### src/rtl/sample_stream_pkg.sv
// Shared types and default widths for the sample stream player.
package sample_stream_pkg;

  localparam int unsigned DEF_DATA_WIDTH = 8;
  localparam int unsigned DEF_DEPTH      = 16;
  localparam int unsigned DEF_GAP_WIDTH  = 8;

  // Playback FSM states.
  typedef enum logic [1:0] {
    IDLE = 2'd0,
    SEND = 2'd1,
    GAP  = 2'd2
  } state_e;

endpackage

### src/rtl/sample_stream_player_ram.sv
// Simple dual-port sample memory: synchronous write, synchronous read-first
// read with enable. The array is not reset; the read data register is.
// Ports:
//   clk, rst           clock, async active-high reset (read register only)
//   wr_en_i/addr/data  write port
//   rd_en_i/rd_addr_i  read request, data on rd_data_o one cycle later
module sample_ram
#(
  parameter int unsigned DATA_WIDTH = 8,
  parameter int unsigned DEPTH      = 16,
  localparam int unsigned ADDR_WIDTH = $clog2(DEPTH)
) (
  input  logic                  clk,
  input  logic                  rst,
  input  logic                  wr_en_i,
  input  logic [ADDR_WIDTH-1:0] wr_addr_i,
  input  logic [DATA_WIDTH-1:0] wr_data_i,
  input  logic                  rd_en_i,
  input  logic [ADDR_WIDTH-1:0] rd_addr_i,
  output logic [DATA_WIDTH-1:0] rd_data_o
);

  logic [DATA_WIDTH-1:0] mem [DEPTH];
  logic [DATA_WIDTH-1:0] rd_data_q;

  // Storage array; a same-address read in this cycle sees the old word.
  always_ff @(posedge clk) begin
    if (wr_en_i) mem[wr_addr_i] <= wr_data_i;
  end

  // Read data register; holds its value while no read is issued.
  always_ff @(posedge clk or posedge rst) begin
    if (rst)          rd_data_q <= '0;
    else if (rd_en_i) rd_data_q <= mem[rd_addr_i];
  end

  assign rd_data_o = rd_data_q;

endmodule

### src/rtl/sample_stream_player.sv
// Memory-backed sample source with programmable inter-sample gap and looping.
// Ports:
//   clk, rst                       clock, async active-high reset
//   wr_en, wr_addr, wr_data        host sample-memory write port
//   start, stop                    playback control pulses
//   length, loop, gap              playback parameters, captured on start
//   out_ready                      downstream accept
//   data_out, data_valid           sample stream output
//   busy, done                     playback status
module sample_stream_player
  import sample_stream_pkg::*;
#(
  parameter int unsigned DATA_WIDTH = DEF_DATA_WIDTH,
  parameter int unsigned DEPTH      = DEF_DEPTH,
  parameter int unsigned GAP_WIDTH  = DEF_GAP_WIDTH,
  localparam int unsigned ADDR_WIDTH = $clog2(DEPTH),
  localparam int unsigned LEN_WIDTH  = ADDR_WIDTH + 1
) (
  input  logic                  clk,
  input  logic                  rst,
  input  logic                  wr_en,
  input  logic [ADDR_WIDTH-1:0] wr_addr,
  input  logic [DATA_WIDTH-1:0] wr_data,
  input  logic                  start,
  input  logic                  stop,
  input  logic [LEN_WIDTH-1:0]  length,
  input  logic                  loop,
  input  logic [GAP_WIDTH-1:0]  gap,
  input  logic                  out_ready,
  output logic [DATA_WIDTH-1:0] data_out,
  output logic                  data_valid,
  output logic                  busy,
  output logic                  done
);

  state_e                state_q, state_d;
  logic [ADDR_WIDTH-1:0] addr_q, addr_d;
  logic [LEN_WIDTH-1:0]  idx_q, idx_d;
  logic [LEN_WIDTH-1:0]  len_q, len_d;
  logic                  loop_q, loop_d;
  logic [GAP_WIDTH-1:0]  gap_q, gap_d;
  logic [GAP_WIDTH-1:0]  gap_cnt_q, gap_cnt_d;
  logic                  valid_q, valid_d;
  logic                  busy_q, busy_d;
  logic                  done_q, done_d;

  logic                  rd_en;
  logic [ADDR_WIDTH-1:0] rd_addr;
  logic                  hs;
  logic                  last;
  logic [ADDR_WIDTH-1:0] nxt_addr;
  logic [LEN_WIDTH-1:0]  nxt_idx;
  logic [LEN_WIDTH-1:0]  len_clamped;

  sample_ram #(
    .DATA_WIDTH (DATA_WIDTH),
    .DEPTH      (DEPTH)
  ) u_ram (
    .clk       (clk),
    .rst       (rst),
    .wr_en_i   (wr_en),
    .wr_addr_i (wr_addr),
    .wr_data_i (wr_data),
    .rd_en_i   (rd_en),
    .rd_addr_i (rd_addr),
    .rd_data_o (data_out)
  );

  assign hs          = valid_q & out_ready;
  assign last        = (idx_q + LEN_WIDTH'(1)) == len_q;
  // Past the last sample the sequence restarts at 0 (only reachable when looping).
  assign nxt_addr    = last ? '0 : addr_q + ADDR_WIDTH'(1);
  assign nxt_idx     = last ? '0 : idx_q + LEN_WIDTH'(1);
  assign len_clamped = (length > LEN_WIDTH'(DEPTH)) ? LEN_WIDTH'(DEPTH) : length;

  // State and counter registers.
  always_ff @(posedge clk or posedge rst) begin
    if (rst) begin
      state_q   <= IDLE;
      addr_q    <= '0;
      idx_q     <= '0;
      len_q     <= '0;
      loop_q    <= 1'b0;
      gap_q     <= '0;
      gap_cnt_q <= '0;
      valid_q   <= 1'b0;
      busy_q    <= 1'b0;
      done_q    <= 1'b0;
    end else begin
      state_q   <= state_d;
      addr_q    <= addr_d;
      idx_q     <= idx_d;
      len_q     <= len_d;
      loop_q    <= loop_d;
      gap_q     <= gap_d;
      gap_cnt_q <= gap_cnt_d;
      valid_q   <= valid_d;
      busy_q    <= busy_d;
      done_q    <= done_d;
    end
  end

  // Next-state, counter and read-request logic.
  always_comb begin
    state_d   = state_q;
    addr_d    = addr_q;
    idx_d     = idx_q;
    len_d     = len_q;
    loop_d    = loop_q;
    gap_d     = gap_q;
    gap_cnt_d = gap_cnt_q;
    valid_d   = valid_q;
    busy_d    = busy_q;
    done_d    = 1'b0;
    rd_en     = 1'b0;
    rd_addr   = addr_q;

    case (state_q)
      IDLE: begin
        // stop takes priority over a simultaneous start
        if (start && !stop) begin
          len_d  = len_clamped;
          loop_d = loop;
          gap_d  = gap;
          addr_d = '0;
          idx_d  = '0;
          if (length == '0) begin
            done_d = 1'b1;
          end else begin
            rd_en   = 1'b1;
            rd_addr = '0;
            valid_d = 1'b1;
            busy_d  = 1'b1;
            state_d = SEND;
          end
        end
      end

      SEND: begin
        if (stop) begin
          valid_d = 1'b0;
          busy_d  = 1'b0;
          state_d = IDLE;
        end else if (hs) begin
          if (last && !loop_q) begin
            valid_d = 1'b0;
            busy_d  = 1'b0;
            done_d  = 1'b1;
            state_d = IDLE;
          end else begin
            addr_d = nxt_addr;
            idx_d  = nxt_idx;
            if (gap_q == '0) begin
              rd_en   = 1'b1;
              rd_addr = nxt_addr;
            end else begin
              valid_d   = 1'b0;
              gap_cnt_d = gap_q;
              state_d   = GAP;
            end
          end
        end
      end

      GAP: begin
        if (stop) begin
          busy_d  = 1'b0;
          state_d = IDLE;
        end else if (gap_cnt_q == GAP_WIDTH'(1)) begin
          // Final gap cycle: fetch so the sample is valid right after.
          rd_en     = 1'b1;
          rd_addr   = addr_q;
          valid_d   = 1'b1;
          gap_cnt_d = '0;
          state_d   = SEND;
        end else begin
          gap_cnt_d = gap_cnt_q - GAP_WIDTH'(1);
        end
      end

      default: begin
        valid_d = 1'b0;
        busy_d  = 1'b0;
        state_d = IDLE;
      end
    endcase
  end

  assign data_valid = valid_q;
  assign busy       = busy_q;
  assign done       = done_q;

endmodule
### config.mk
export PLATFORM = sky130hd
export DESIGN_NAME = sample_stream_player
export DESIGN_NICKNAME = d
export VERILOG_FILES = /design/src/rtl/sample_stream_pkg.sv /design/src/rtl/sample_stream_player_ram.sv /design/src/rtl/sample_stream_player.sv
export SDC_FILE = /design/constraint.sdc
export NUM_CORES = 1
export LEC_CHECK = 0
export BUFFER_PORTS_ARGS = -buffer_cell sky130_fd_sc_hd__buf_2
export CAP_MARGIN = 20
export CORE_ASPECT_RATIO = 0.8
export CORE_MARGIN = 2
export CORE_UTILIZATION = 55
export DETAILED_ROUTE_END_ITERATION = 8
export HOLD_SLACK_MARGIN = 0.05
export PLACE_DENSITY_LB_ADDON = 0.2
export SLEW_MARGIN = 40
export SYNTH_ARGS = -nofsm -noshare
export SYNTH_HDL_FRONTEND = slang
export SYNTH_HIERARCHICAL = 1
export SYNTH_SLANG_ARGS = --single-unit
### constraint.sdc
create_clock -name clk -period 4.2 [get_ports clk]
set_input_delay 0.21 -clock clk [delete_from_list [all_inputs] [get_ports clk]]
set_output_delay 0.21 -clock clk [all_outputs]
set_load 0.01 [all_outputs]
==> results.sh <==
export IMPL_syn_num_nets=514
export IMPL_p_per_area_nw_per_um2=657
export IMPL_dp_hpwl_mm=9.70
export IMPL_fp_dieH_um=108
export IMPL_rr_endpoint="u_ram/rd_data_o[2]$_DFFE_PP0P_"
export IMPL_total_power_mw=5.66
export IMPL_cp_start_kind="flip-flop"
export IMPL_synthTopCellsByCount="edfxtp_1, nand2_1, dfrtp_1"
export IMPL_skew_ns=0.00578
export IMPL_status="completed"
export IMPL_synth_most_common_cell="edfxtp_1"
export IMPL_timing_hold_worst_class="input pin to flip-flop"
export IMPL_fin_crit_sh_pct=78.6
export IMPL_gp_congestion=0.891
export IMPL_async_flop_share_pct=25.6
export IMPL_crit_arrival_ns=3.60
export IMPL_relSlewSlack_pct=44.3
export IMPL_setup_viol=0
export IMPL_min_period_ns=3.30
export IMPL_initial_core_util_pct=55.6
export IMPL_place_ws_ns=0.785
export IMPL_numCtsBuffers=17
export IMPL_cts_tree="built"
export IMPL_p_leak_nw=3.14
export IMPL_postPlaceCellArea_um2=7830
export IMPL_rrSetupSlack_ns=0.90
export IMPL_synth_seq_cells=172
export IMPL_drt_total_wl_mm=14.9
export IMPL_drive_gt1_share_pct=24.5
export IMPL_rows=38
export IMPL_ioPinCount=43
export IMPL_ir_drop_mv=0.385
export IMPL_clk_latency_ns=0.43
export IMPL_seq_area_frac_synth_pct=66.4
export IMPL_end_kind="flip-flop"
export IMPL_synth_edff_count=128
export IMPL_postCtsSetupRepairBufs=0
export IMPL_yosys_warnings=6
export IMPL_portBuffers=42
export IMPL_grt_start_max_net_pins=33
export IMPL_clock_sinks=172
export IMPL_max_slew_worst_pin_slew_ns=0.832
export IMPL_syn2layout_area_growth_pct=15.6
export IMPL_critPathCapture="u_ram/rd_data_o[2]$_DFFE_PP0P_"
export IMPL_synth_area_leaders="edfxtp_1, dfrtp_1, mux4_2"
export IMPL_drt_iter0_drc=409
export IMPL_crit_path_start="state_q[0]$_DFFE_PP0P_"
export IMPL_die_w_um=134
export IMPL_fin_nets=576
export IMPL_yosysTopAreaCell="edfxtp_1"
export IMPL_fmax_mhz=303
export IMPL_vias=4359
export IMPL_fp_dieArea_um2=14500
export IMPL_layout_setup_ws_ns=0.898
export IMPL_gr_total_overflow=0
export IMPL_htreeDepth=4
export IMPL_grt_first_pass_wirelength_mm=23.1
export IMPL_antenna_cells=0
export IMPL_maxSlewViolCount=0
export IMPL_via_per_inst=5.95
export IMPL_finalInstanceArea_um2=8610
export IMPL_r2r_cells=9
export IMPL_r2r_start="state_q[0]$_DFFE_PP0P_"
export IMPL_cp_max_fo=10
export IMPL_synth_flop_cell="edfxtp_1"
export IMPL_syn_inst=478
export IMPL_grt_setup_unrepaired="no"
export IMPL_antenna_found_initial=0
export IMPL_drcViolationCount=0
export IMPL_syn_area_um2=7450
export IMPL_core_um2=13400
export IMPL_drt_first_pass_iters=5
export IMPL_grt_use_total_pct=22.0
export IMPL_synth_cell_type_count=58
export IMPL_finalHoldViolations=0
export IMPL_clkTransAtPathRegs_ns=0.06
export IMPL_first_global_vias=4129
export IMPL_drt_wirelength_per_cell_um=20.3
export IMPL_cts_root_buffer="clkbuf_16"
export IMPL_cts_max_path_buffers=2
export IMPL_path_class="flip-flop to flip-flop"
export IMPL_crit_required_ns=4.50
export IMPL_syn_area_per_cell_um2=15.6
export IMPL_final_setup_tns_ns=0
export IMPL_cap_viol_max_count=0
export IMPL_synth_top_cell_area_share_pct=51.6
export IMPL_drtAntennaViolNets=0
## stage by stage
| stage | std cells | hold WS (ns) | util, % |
|---|---|---|---|
| 2_1_floorplan | 478 | 0.0257 | - |
| 3_3_place_gp | 687 | 0.201 | 58.3 |
| 3_5_place_dp | 687 | 0.206 | 58.4 |
| 4_1_cts | 731 | 0.0604 | 64.1 |
| 5_1_grt | 732 | 0.0813 | 64.2 |
| 6_report | 732 | 0.0824 | 64.2 |
## layer usage
layer  GRT usage (%)  vias to the layer above  wire [um]  share of wire [%]
met4            9.55                        0        297                2.0
li1                -                     1990          -                  -
met1            32.2                     2201       6890                 46
met2            32.4                      137       6870                 46
met5               0                        -          0                  0
met3            4.83                       31        817                5.5
## logic make-up after synthesis
| group | after synthesis | share of synthesized area [%] |
|---|---|---|
| buffers and inverters | 31 | 2.86 |
| and+or+nand+nor | 144 | 9.34 |
| xor gates and xnor gates | 6 | 0.705 |
| AOI/OAI and AO/OA | 72 | 7.63 |
| DFF | 172 | 66.4 |
| muxes | 49 | 12.4 |
| adders and majority gates | 4 | 0.672 |
## power breakdown
group	switching (mW)	internal, mW
clock	0.628	1.05
sequential	0.216	2.05
combinational	0.926	0.792
total	1.77	3.89
## repair_timing
item                                   CTS  global route
endpoints found under the hold margin   35             0
hold buffers                            13             0
setup endpoints to repair                0             0
resized for setup                        0             0
## worst min-delay path by stage
stage / startpoint / to / slack [ns] / cells past startpoint
6_report: length[0] / len_q[0]$_DFFE_PP0P_ / 0.08 / 3
5_1_grt: length[0] / len_q[0]$_DFFE_PP0P_ / 0.08 / 3
4_1_cts: length[0] / len_q[0]$_DFFE_PP0P_ / 0.06 / 3
3_5_place_dp: rst / u_ram/rd_data_o[1]$_DFFE_PP0P_ / 0.21 / 2
3_3_place_gp: rst / u_ram/rd_data_o[1]$_DFFE_PP0P_ / 0.20 / 2
2_1_floorplan: rst / u_ram/rd_data_o[0]$_DFFE_PP0P_ / 0.03 / 1
## area by class of cell
type / instances / area [um2]
Fill cell: 959 / 4800
Timing Repair Buffer: 66 / 443
Clock buffer: 19 / 433
Multi-Input combinational cell: 275 / 2340
Sequential cell: 172 / 4940
Tap cell: 180 / 225
Clock inverter: 12 / 195
Inverter: 8 / 30.0
## flip-flops by register name, indices dropped and copies added, names as in the netlist
name	flops
loop_q	1
len_q	5
gap_q	8
busy	1
u_ram/mem	128
idx_q	5
u_ram/rd_data_o	8
addr_q	4
gap_cnt_q	8
state_q	2
data_valid	1
done	1
## cell usage in the layout, fill, tap and decap left out, types with 3 or more instances in the layout
master,Yosys,layout
o21ai_1,2,3
bufinv_16,0,5
o211ai_1,4,4
and2_1,3,3
buf_2,6,42
nand3b_1,6,6
dlygate4sd3_1,0,13
edfxtp_1,128,128
ha_1,4,4
dfrtp_1,44,44
inv_1,8,8
a221oi_2,8,8
nand3_1,10,10
nor2_2,0,6
a21oi_1,11,11
o2bb2ai_1,5,5
clkinvlp_4,0,3
clkbuf_16,0,17
nor2b_1,6,6
nor3_1,13,12
nor2_1,34,28
buf_4,1,9
mux4_2,26,26
nand2_1,52,52
o21ai_0,9,7
nand2b_1,6,6
o22ai_1,11,10
o41ai_1,3,3
mux2i_1,13,13
xnor2_1,4,4
mux4_1,6,6
## critical path, stage by stage, from the launching register on
cell      delay, ns
dfrtp_1        0.55
nor3b_1        0.38
nand3_1        0.28
nor2_1         0.30
nand2_1        0.13
o22ai_4        0.41
buf_8          0.23
mux4_1         0.59
o22ai_1        0.18
a221oi_2       0.10
Power figures use the tool's default switching activity.
